`src/rtl/lfsr_noise_bank_if.sv`:
```
// Control and sample bus of the LFSR noise bank.
// The master side drives step/seed/mode/window controls; the slave side returns samples.
interface lfsr_noise_bank_if #(
    parameter int unsigned LFSR_W = 24,
    parameter int unsigned OUT_W  = 16,
    parameter int unsigned N_CH   = 4
);
    localparam int unsigned CH_W = (N_CH > 1) ? $clog2(N_CH) : 1;

    logic                    step;
    logic                    seed_we;
    logic [CH_W-1:0]         seed_ch;
    logic [LFSR_W-1:0]       seed_val;
    logic [N_CH-1:0]         mode;
    logic [N_CH*4-1:0]       shift_sel;
    logic [N_CH*OUT_W-1:0]   noise_out;
    logic                    out_valid;

    modport master (
        output step, seed_we, seed_ch, seed_val, mode, shift_sel,
        input  noise_out, out_valid
    );

    modport slave (
        input  step, seed_we, seed_ch, seed_val, mode, shift_sel,
        output noise_out, out_valid
    );
endinterface

```
`src/rtl/lfsr_noise_bank.sv`:
```
// Multi-channel Fibonacci LFSR noise source with optional moving-average smoothing
// and a per-channel output window. A step advances every channel; the selected
// samples are registered one edge later together with a one-cycle out_valid pulse.
module lfsr_noise_bank #(
    parameter int unsigned       LFSR_W   = 24,
    parameter int unsigned       OUT_W    = 16,
    parameter int unsigned       N_CH     = 4,
    parameter logic [LFSR_W-1:0] TAPS     = LFSR_W'(24'hD80000),
    parameter int unsigned       SEED0    = 1,
    parameter int unsigned       AVG_LOG2 = 1
) (
    input logic               a_clk,
    input logic               reset_n,
    lfsr_noise_bank_if.slave  bus
);
    localparam int unsigned DEPTH = 1 << AVG_LOG2;
    localparam int unsigned SUM_W = LFSR_W + AVG_LOG2;
    localparam int unsigned MAX_S = LFSR_W - OUT_W;

    // Reset seed of a channel; an all-zero seed would lock the LFSR, so it becomes all ones.
    function automatic logic [LFSR_W-1:0] f_seed(int unsigned c);
        logic [LFSR_W-1:0] v;
        v = LFSR_W'(SEED0 + c);
        return (v == '0) ? '1 : v;
    endfunction

    logic [LFSR_W-1:0]        r_state [N_CH];
    logic [LFSR_W-1:0]        r_hist  [N_CH][DEPTH];  // [0] newest, [DEPTH-1] oldest
    logic signed [SUM_W-1:0]  r_sum   [N_CH];
    logic [OUT_W-1:0]         r_out   [N_CH];
    logic                     r_step;
    logic                     r_valid;

    logic [LFSR_W-1:0]        w_next     [N_CH];
    logic signed [SUM_W-1:0]  w_sum_next [N_CH];
    logic [LFSR_W-1:0]        w_avg      [N_CH];
    logic [LFSR_W-1:0]        w_src      [N_CH];
    int unsigned              w_sel      [N_CH];
    int unsigned              w_sh       [N_CH];
    logic [OUT_W-1:0]         w_win      [N_CH];
    logic [N_CH-1:0]          w_seed_hit;

    // Per-channel next state, running sum, source select and output window.
    always_comb begin
        for (int c = 0; c < N_CH; c++) begin
            // seed_ch values >= N_CH never match any channel and are thus ignored
            w_seed_hit[c] = bus.seed_we && (int'(bus.seed_ch) == c);
            if (r_state[c] == '0) begin
                w_next[c] = '1;
            end else begin
                w_next[c] = {r_state[c][LFSR_W-2:0], ^(r_state[c] & TAPS)};
            end
            w_sum_next[c] = r_sum[c] + SUM_W'(signed'(r_state[c]))
                                     - SUM_W'(signed'(r_hist[c][DEPTH-1]));
            w_avg[c] = LFSR_W'(r_sum[c] >>> AVG_LOG2);
            w_src[c] = bus.mode[c] ? w_avg[c] : r_hist[c][0];
            w_sel[c] = 32'(bus.shift_sel[4*c +: 4]);
            w_sh[c]  = (w_sel[c] > MAX_S) ? MAX_S : w_sel[c];
            w_win[c] = OUT_W'(w_src[c] >> w_sh[c]);
        end
    end

    // LFSR state, history FIFO, running sum and the step->output pipeline stage.
    always_ff @(posedge a_clk) begin
        if (!reset_n) begin
            r_step  <= 1'b0;
            r_valid <= 1'b0;
            for (int c = 0; c < N_CH; c++) begin
                r_state[c] <= f_seed(c);
                r_sum[c]   <= '0;
                r_out[c]   <= '0;
                for (int d = 0; d < DEPTH; d++) begin
                    r_hist[c][d] <= '0;
                end
            end
        end else begin
            r_step  <= bus.step;
            r_valid <= r_step;
            for (int c = 0; c < N_CH; c++) begin
                // A seed write wins over a step on the same channel.
                if (w_seed_hit[c]) begin
                    r_state[c] <= (bus.seed_val == '0) ? '1 : bus.seed_val;
                    r_sum[c]   <= '0;
                    for (int d = 0; d < DEPTH; d++) begin
                        r_hist[c][d] <= '0;
                    end
                end else if (bus.step) begin
                    r_state[c]   <= w_next[c];
                    r_sum[c]     <= w_sum_next[c];
                    r_hist[c][0] <= r_state[c];
                    for (int d = 1; d < DEPTH; d++) begin
                        r_hist[c][d] <= r_hist[c][d-1];
                    end
                end
                if (r_step) begin
                    r_out[c] <= w_win[c];
                end
            end
        end
    end

    // Pack the registered samples onto the bus.
    always_comb begin
        bus.noise_out = '0;
        for (int c = 0; c < N_CH; c++) begin
            bus.noise_out[OUT_W*c +: OUT_W] = r_out[c];
        end
    end

    assign bus.out_valid = r_valid;
endmodule

```
`src/flat_wrapper.sv`:
```
// flat-port wrapper written by rule: the top's interface ports become plain ports
module lfsr_noise_bank_flat 
#(
    parameter int unsigned       LFSR_W   = 24,
    parameter int unsigned       OUT_W    = 16,
    parameter int unsigned       N_CH     = 4,
    parameter logic [LFSR_W-1:0] TAPS     = LFSR_W'(24'hD80000),
    parameter int unsigned       SEED0    = 1,
    parameter int unsigned       AVG_LOG2 = 1
)
  (a_clk, reset_n, bus_step, bus_seed_we, bus_seed_ch, bus_seed_val, bus_mode, bus_shift_sel, bus_noise_out, bus_out_valid);
  lfsr_noise_bank_if #(.LFSR_W(LFSR_W), .OUT_W(OUT_W), .N_CH(N_CH)) bus_i ();
  input logic a_clk;
  input logic reset_n;
  input wire logic [$bits(bus_i.step)-1:0] bus_step;
  input wire logic [$bits(bus_i.seed_we)-1:0] bus_seed_we;
  input wire logic [$bits(bus_i.seed_ch)-1:0] bus_seed_ch;
  input wire logic [$bits(bus_i.seed_val)-1:0] bus_seed_val;
  input wire logic [$bits(bus_i.mode)-1:0] bus_mode;
  input wire logic [$bits(bus_i.shift_sel)-1:0] bus_shift_sel;
  output wire logic [$bits(bus_i.noise_out)-1:0] bus_noise_out;
  output wire logic [$bits(bus_i.out_valid)-1:0] bus_out_valid;
  assign bus_i.step = bus_step;
  assign bus_i.seed_we = bus_seed_we;
  assign bus_i.seed_ch = bus_seed_ch;
  assign bus_i.seed_val = bus_seed_val;
  assign bus_i.mode = bus_mode;
  assign bus_i.shift_sel = bus_shift_sel;
  assign bus_noise_out = bus_i.noise_out;
  assign bus_out_valid = bus_i.out_valid;
  lfsr_noise_bank #(.LFSR_W(LFSR_W), .OUT_W(OUT_W), .N_CH(N_CH), .TAPS(TAPS), .SEED0(SEED0), .AVG_LOG2(AVG_LOG2)) u_core (.a_clk(a_clk), .reset_n(reset_n), .bus(bus_i));
endmodule
```
`config.mk`:
```
export PLATFORM = sky130hd
export DESIGN_NAME = lfsr_noise_bank_flat
export DESIGN_NICKNAME = d
export VERILOG_FILES = /design/src/rtl/lfsr_noise_bank_if.sv /design/src/rtl/lfsr_noise_bank.sv /design/src/flat_wrapper.sv
export SDC_FILE = /design/constraint.sdc
export NUM_CORES = 1
export LEC_CHECK = 0
export CORE_MARGIN = 4
export CORE_UTILIZATION = 55
export DETAILED_ROUTE_END_ITERATION = 10
export MAX_ROUTING_LAYER = met4
export PLACE_DENSITY_LB_ADDON = 0.05
export SYNTH_ARGS = -nofsm -noshare
export SYNTH_HDL_FRONTEND = slang
export SYNTH_SLANG_ARGS = --single-unit
```
`constraint.sdc`:
```
create_clock -name a_clk -period 4.8 [get_ports a_clk]
set_input_delay 0.96 -clock a_clk [delete_from_list [all_inputs] [get_ports a_clk]]
set_output_delay 0.96 -clock a_clk [all_outputs]
set_load 0.02 [all_outputs]
```
# ---- Yosys cells after proc, flatten, opt, wreduce, memory -nomap -nowiden
# Memory sizes are Yosys's and may differ from the RTL's.
# Cells that the tools add are included.
dict set report totals {
  ram_bits 452
  reg_bits 2
  in_bits 50
  memories 4
}
dict set report op_classes {
  n_eq_ne 3
  reduce_logical 14
  bitwise_logic 36
  magnitude_cmp 4
  n_shift 4
  mux 78
  n_addsub 8
}
# name words width rd rd_clocked_by_memory_dff write_ports line
set mem_list {}
lappend mem_list {u_core.r_hist 4 48 4 0 4 lfsr_noise_bank.sv:28} ;# logic [LFSR_W-1:0] r_hist [N_CH][DEPTH];
lappend mem_list {u_core.r_sum 4 25 4 0 4 lfsr_noise_bank.sv:29} ;# logic signed [SUM_W-1:0] r_sum [N_CH];
lappend mem_list {u_core.r_state 4 24 4 0 4 lfsr_noise_bank.sv:27} ;# logic [LFSR_W-1:0] r_state [N_CH];
lappend mem_list {u_core.r_out 4 16 4 0 4 lfsr_noise_bank.sv:30} ;# logic [OUT_W-1:0] r_out [N_CH];
# cell n
set op_table {}
lappend op_table {{$mux 24} 33}
lappend op_table {{$mux 25} 8}
lappend op_table {{$shr 24x32->16} 4}
lappend op_table {{$logic_not 24->1} 5}
lappend op_table {{$add 25x24->25} 4}
lappend op_table {{$sub 25x24->25} 4}
lappend op_table {{$reduce_xor 24->1} 4}
lappend op_table {{$mux 16} 4}
lappend op_table {{$or 1x1->1} 36}
lappend op_table {{$mux 1} 29}
lappend op_table {{$gt 4x4->1 const B} 4}
lappend op_table {{$mux 4} 4}
lappend op_table {{$eq 2x2->1 const B} 2}
lappend op_table {{$logic_and 1x1->1} 4}
lappend op_table {{$eq 2x1->1 const B} 1}
lappend op_table {{$logic_not 2->1} 1}

# ---- Longest topological paths before layout
dict set report logic_depth {
  depth_word 7
  ltp_mapped 14
}

# ---- Least setup slack after synthesis
# No wires, ideal clock.
dict set report synth_timing {
  path_kind {in2reg}
  from {input port bus_seed_ch[1]}
  to {memory u_core.r_state[1][0], enable pin}
  path_buffers 1
  slack_ns -0.355
  stages 2
  setup_ns 0.523
  arrival_time_ns 4.631
  path_cell_list {clkbuf_1 o21ai_0}
}
# item line
set synth_rtl {}
lappend synth_rtl {{start: declaration} flat_wrapper.sv:17} ;# input wire logic [$bits(bus_i.seed_ch)-1:0] bus_seed_ch;
lappend synth_rtl {{end: declaration} lfsr_noise_bank.sv:27}

==> results.cfg <==
[yosys]
mappedNetlistArea_um2 = 30000
yosys-top-cells-area = edfxtp_1 43%, fa_1 6.4%, inv_1 5.1%, nor2_1 4.4%, ha_1 4.3%
synthesis.nets = 3259
synth_edf_count = 428
yosys.cell_types.count = 73
yosysMostFrequentCell = edfxtp_1
synthFlopType = edfxtp_1
synth_largest_area_cell = edfxtp_1
ys_warn_count = 0
synth.ff_latch_count = 454
synth_common_cells = 428 x edfxtp_1, 409 x inv_1, 355 x nor2_1
synthCells = 3009
async_reset_ff_share_pct = 0
synth_top_area_share_pct = 42.8
avgSynthCellArea_um2 = 9.99
seq_area_frac_synth_pct = 44.5

[die]
core-area_um2 = 53900
fp.dieH_um = 242
die_area_um2 = 58400
io_pins = 115
die_w_um = 242
placementRows = 85
initial_core_util_pct = 55.7

[clock_tree]
htreeDepth = 2
cts_resized = 0
cts.sinks = 454
cts-root-buf = clkbuf_16
cts_tree = built
cts_buffers = 52
clk-insertion-delay-late_ns = 0.60
postCtsSetupBuffers = 0
cts_buffer_depth = 3
clk_pin_slew_ns = 0.06
cts_hold_buf = 0

[final_layout]
syn_to_final_growth_pct = 11.8
drive_gt1_share_pct = 8.09
n_antenna_cell = 0
layout.nets = 3314

[power_and_ir_drop]
p_leak_nw = 14.0
total_power_mw = 16.3
switchingPower_mw = 6.13
power.share.sequential_pct = 32.6
pwr-share-comb_pct = 43.4
ir_drop_mv = 0.426
powerDensity_nw_per_um2 = 485
clkPwrFrac_pct = 24.0
p_sw_share_pct = 37.6
intPower_mw = 10.2

[timing]
max_freq_ghz = 0.278
finalSetupTns_ns = 0
maxSlewViolCount = 0
final-setup-viol-count = 0
skew_ns = 0.0127
maxSlewHeadroom_pct = 22.4
finalCritPeriodShare_pct = 74.9
worst_slew_pin_slew_ns = 1.16
rsz0062_at_grt = false
hold_violations = 0
period_needed_ns = 3.59

[setup_path]
timing.critical_path.cells = inv_1 > ha_1 > inv_1 > ha_1 > inv_1 > fa_1 > nor2b_1 > o21a_1 > o21ai_0 > a211oi_1 > o21bai_2 > o21bai_1 > a21oi_1 > or3_1
cp_max_fo = 5
crit_top_cell = inv_1
crit_slowest_cell = edfxtp_1
worstSetupPathType = reg2reg
crit_path_end_kind = flop
critPathTopFamily = compound AO/OA/AOI/OAI gates
arrival_ns = 3.93
critPathMaxStageDelay_ns = 0.44
cp-start-kind = flop
cp.required_ns = 5.13
critPathBufInv = 3

[global_route]
grt_pass1_vias = 22400
antenna_found_initial = 0
grt_pass1_wl_um = 125000
grt_max_degree = 92
grtUsageTotal_pct = 27.3
grt-ovfl-total = 0

[routing]
ant_nets = 0
post-route-drc-count = 0
vias_per_cell = 5.98
routed_wl_um = 78200
first_iter_violations = 1978
wire_per_inst_um = 20.6
drt-pass1-iter-count = 5
dr_total_vias = 22700

[place]
dp_hpwl_um = 56200
gp_congestion = 0.925
portBuffers = 114

[status]
outcome = finished, final reports clean

[worst_hold_path]
min_path_type = reg2reg

[run]
maxCapViolations = 0
## worst paths after layout
| check | startpoint | endpoint | slack, ns | cells after the start |
|---|---|---|---|---|
| worst max register to register | u_core.r_state[2][0]$_SDFFCE_PN1P_ | u_core.r_sum[0][74]$_SDFFCE_PN0P_ | 1.21 | 14 |
| worst min register to register | u_core.r_hist[0][47]$_SDFFE_PP0P_ | u_core.r_hist[0][47]$_SDFFE_PP0P_ | 0.48 | 2 |
| worst max-delay path | u_core.r_state[2][0]$_SDFFCE_PN1P_ | u_core.r_sum[0][74]$_SDFFCE_PN0P_ | 1.21 | 14 |
| worst min-delay path | u_core.r_hist[0][47]$_SDFFE_PP0P_ | u_core.r_hist[0][47]$_SDFFE_PP0P_ | 0.48 | 2 |
## through the flow
stage,util (%),hold WS (ns),instance area (µm²),std cells,worst slack [ns]
final,62.3,0.484,33600,3799,1.21
after CTS,62.3,0.485,33600,3799,1.23
after floorplan,-,0.434,30000,3009,0.970
after global placement,59.2,0.458,31900,3706,0.814
after global routing,62.3,0.525,33600,3799,0.926
after detailed placement,59.2,0.471,31900,3706,0.772
## cell usage in the layout, fill, tap and decap left out, types with 37 or more instances in the layout
cell / count
mux2i_1: 66
nor2_1: 355
a211oi_1: 135
mux2_2: 47
clkbuf_16: 53
edfxtp_1: 428
nor3_1: 105
clkdlybuf4s50_1: 114
and3_1: 88
o21ai_0: 145
a21oi_1: 188
buf_4: 42
a21o_1: 52
inv_1: 408
mux4_2: 44
fa_1: 96
xor2_1: 38
and2_1: 37
nand2_1: 134
ha_1: 104
xnor2_1: 47
## area by class of cell
type / instances / area, µm²
Clock inverter: 18 / 141
Sequential cell: 454 / 13400
Tap cell: 696 / 871
Timing Repair Buffer: 165 / 1640
Multi-Input combinational cell: 1982 / 14500
Clock buffer: 75 / 1510
Fill cell: 4452 / 20300
Inverter: 409 / 1540
## power groups by stage
stage	Clock (mW)	Combinational [mW]	Sequential, mW
after floorplan	0	5.41	5.27
after global placement	0	6.83	5.36
after detailed placement	0	6.94	5.38
after CTS	3.97	7.00	5.30
after global routing	4.14	7.94	5.36
final	3.92	7.07	5.31
## metal layers
metal  global-route usage [%]  up-vias  part of all wire (%)
li1                         -    10700                     -
met1                     37.8    11100                    44
met2                     42.5      823                    46
met3                     4.56      124                   6.9
met4                     6.74        0                   2.4
met5                        -        -                     0
## worst min-delay path, cell delays in order, from the launching register on
cell,delay [ns]
dfxtp_1,0.32
nand2_1,0.05
o21ai_0,0.06
## state kept, by name (all words and copies together), names as in the netlist
signal,cells
u_core.r_out,64
u_core.r_state,96
u_core.r_hist,192
u_core.r_sum,100
u_core.r_step,1
u_core.bus.out_valid,1
## cell families (layout without fill, tap and decap cells)
family	after synthesis	count (layout)	share of synthesized area, %
buf+inv	573	667	7.40
mux	157	157	7.26
simple gates	881	881	13.8
fa+ha+maj	200	200	10.7
xor+xnor	85	85	2.48
compound gates	659	659	13.8
flops	454	454	44.5
Power figures use the tool's default switching activity.
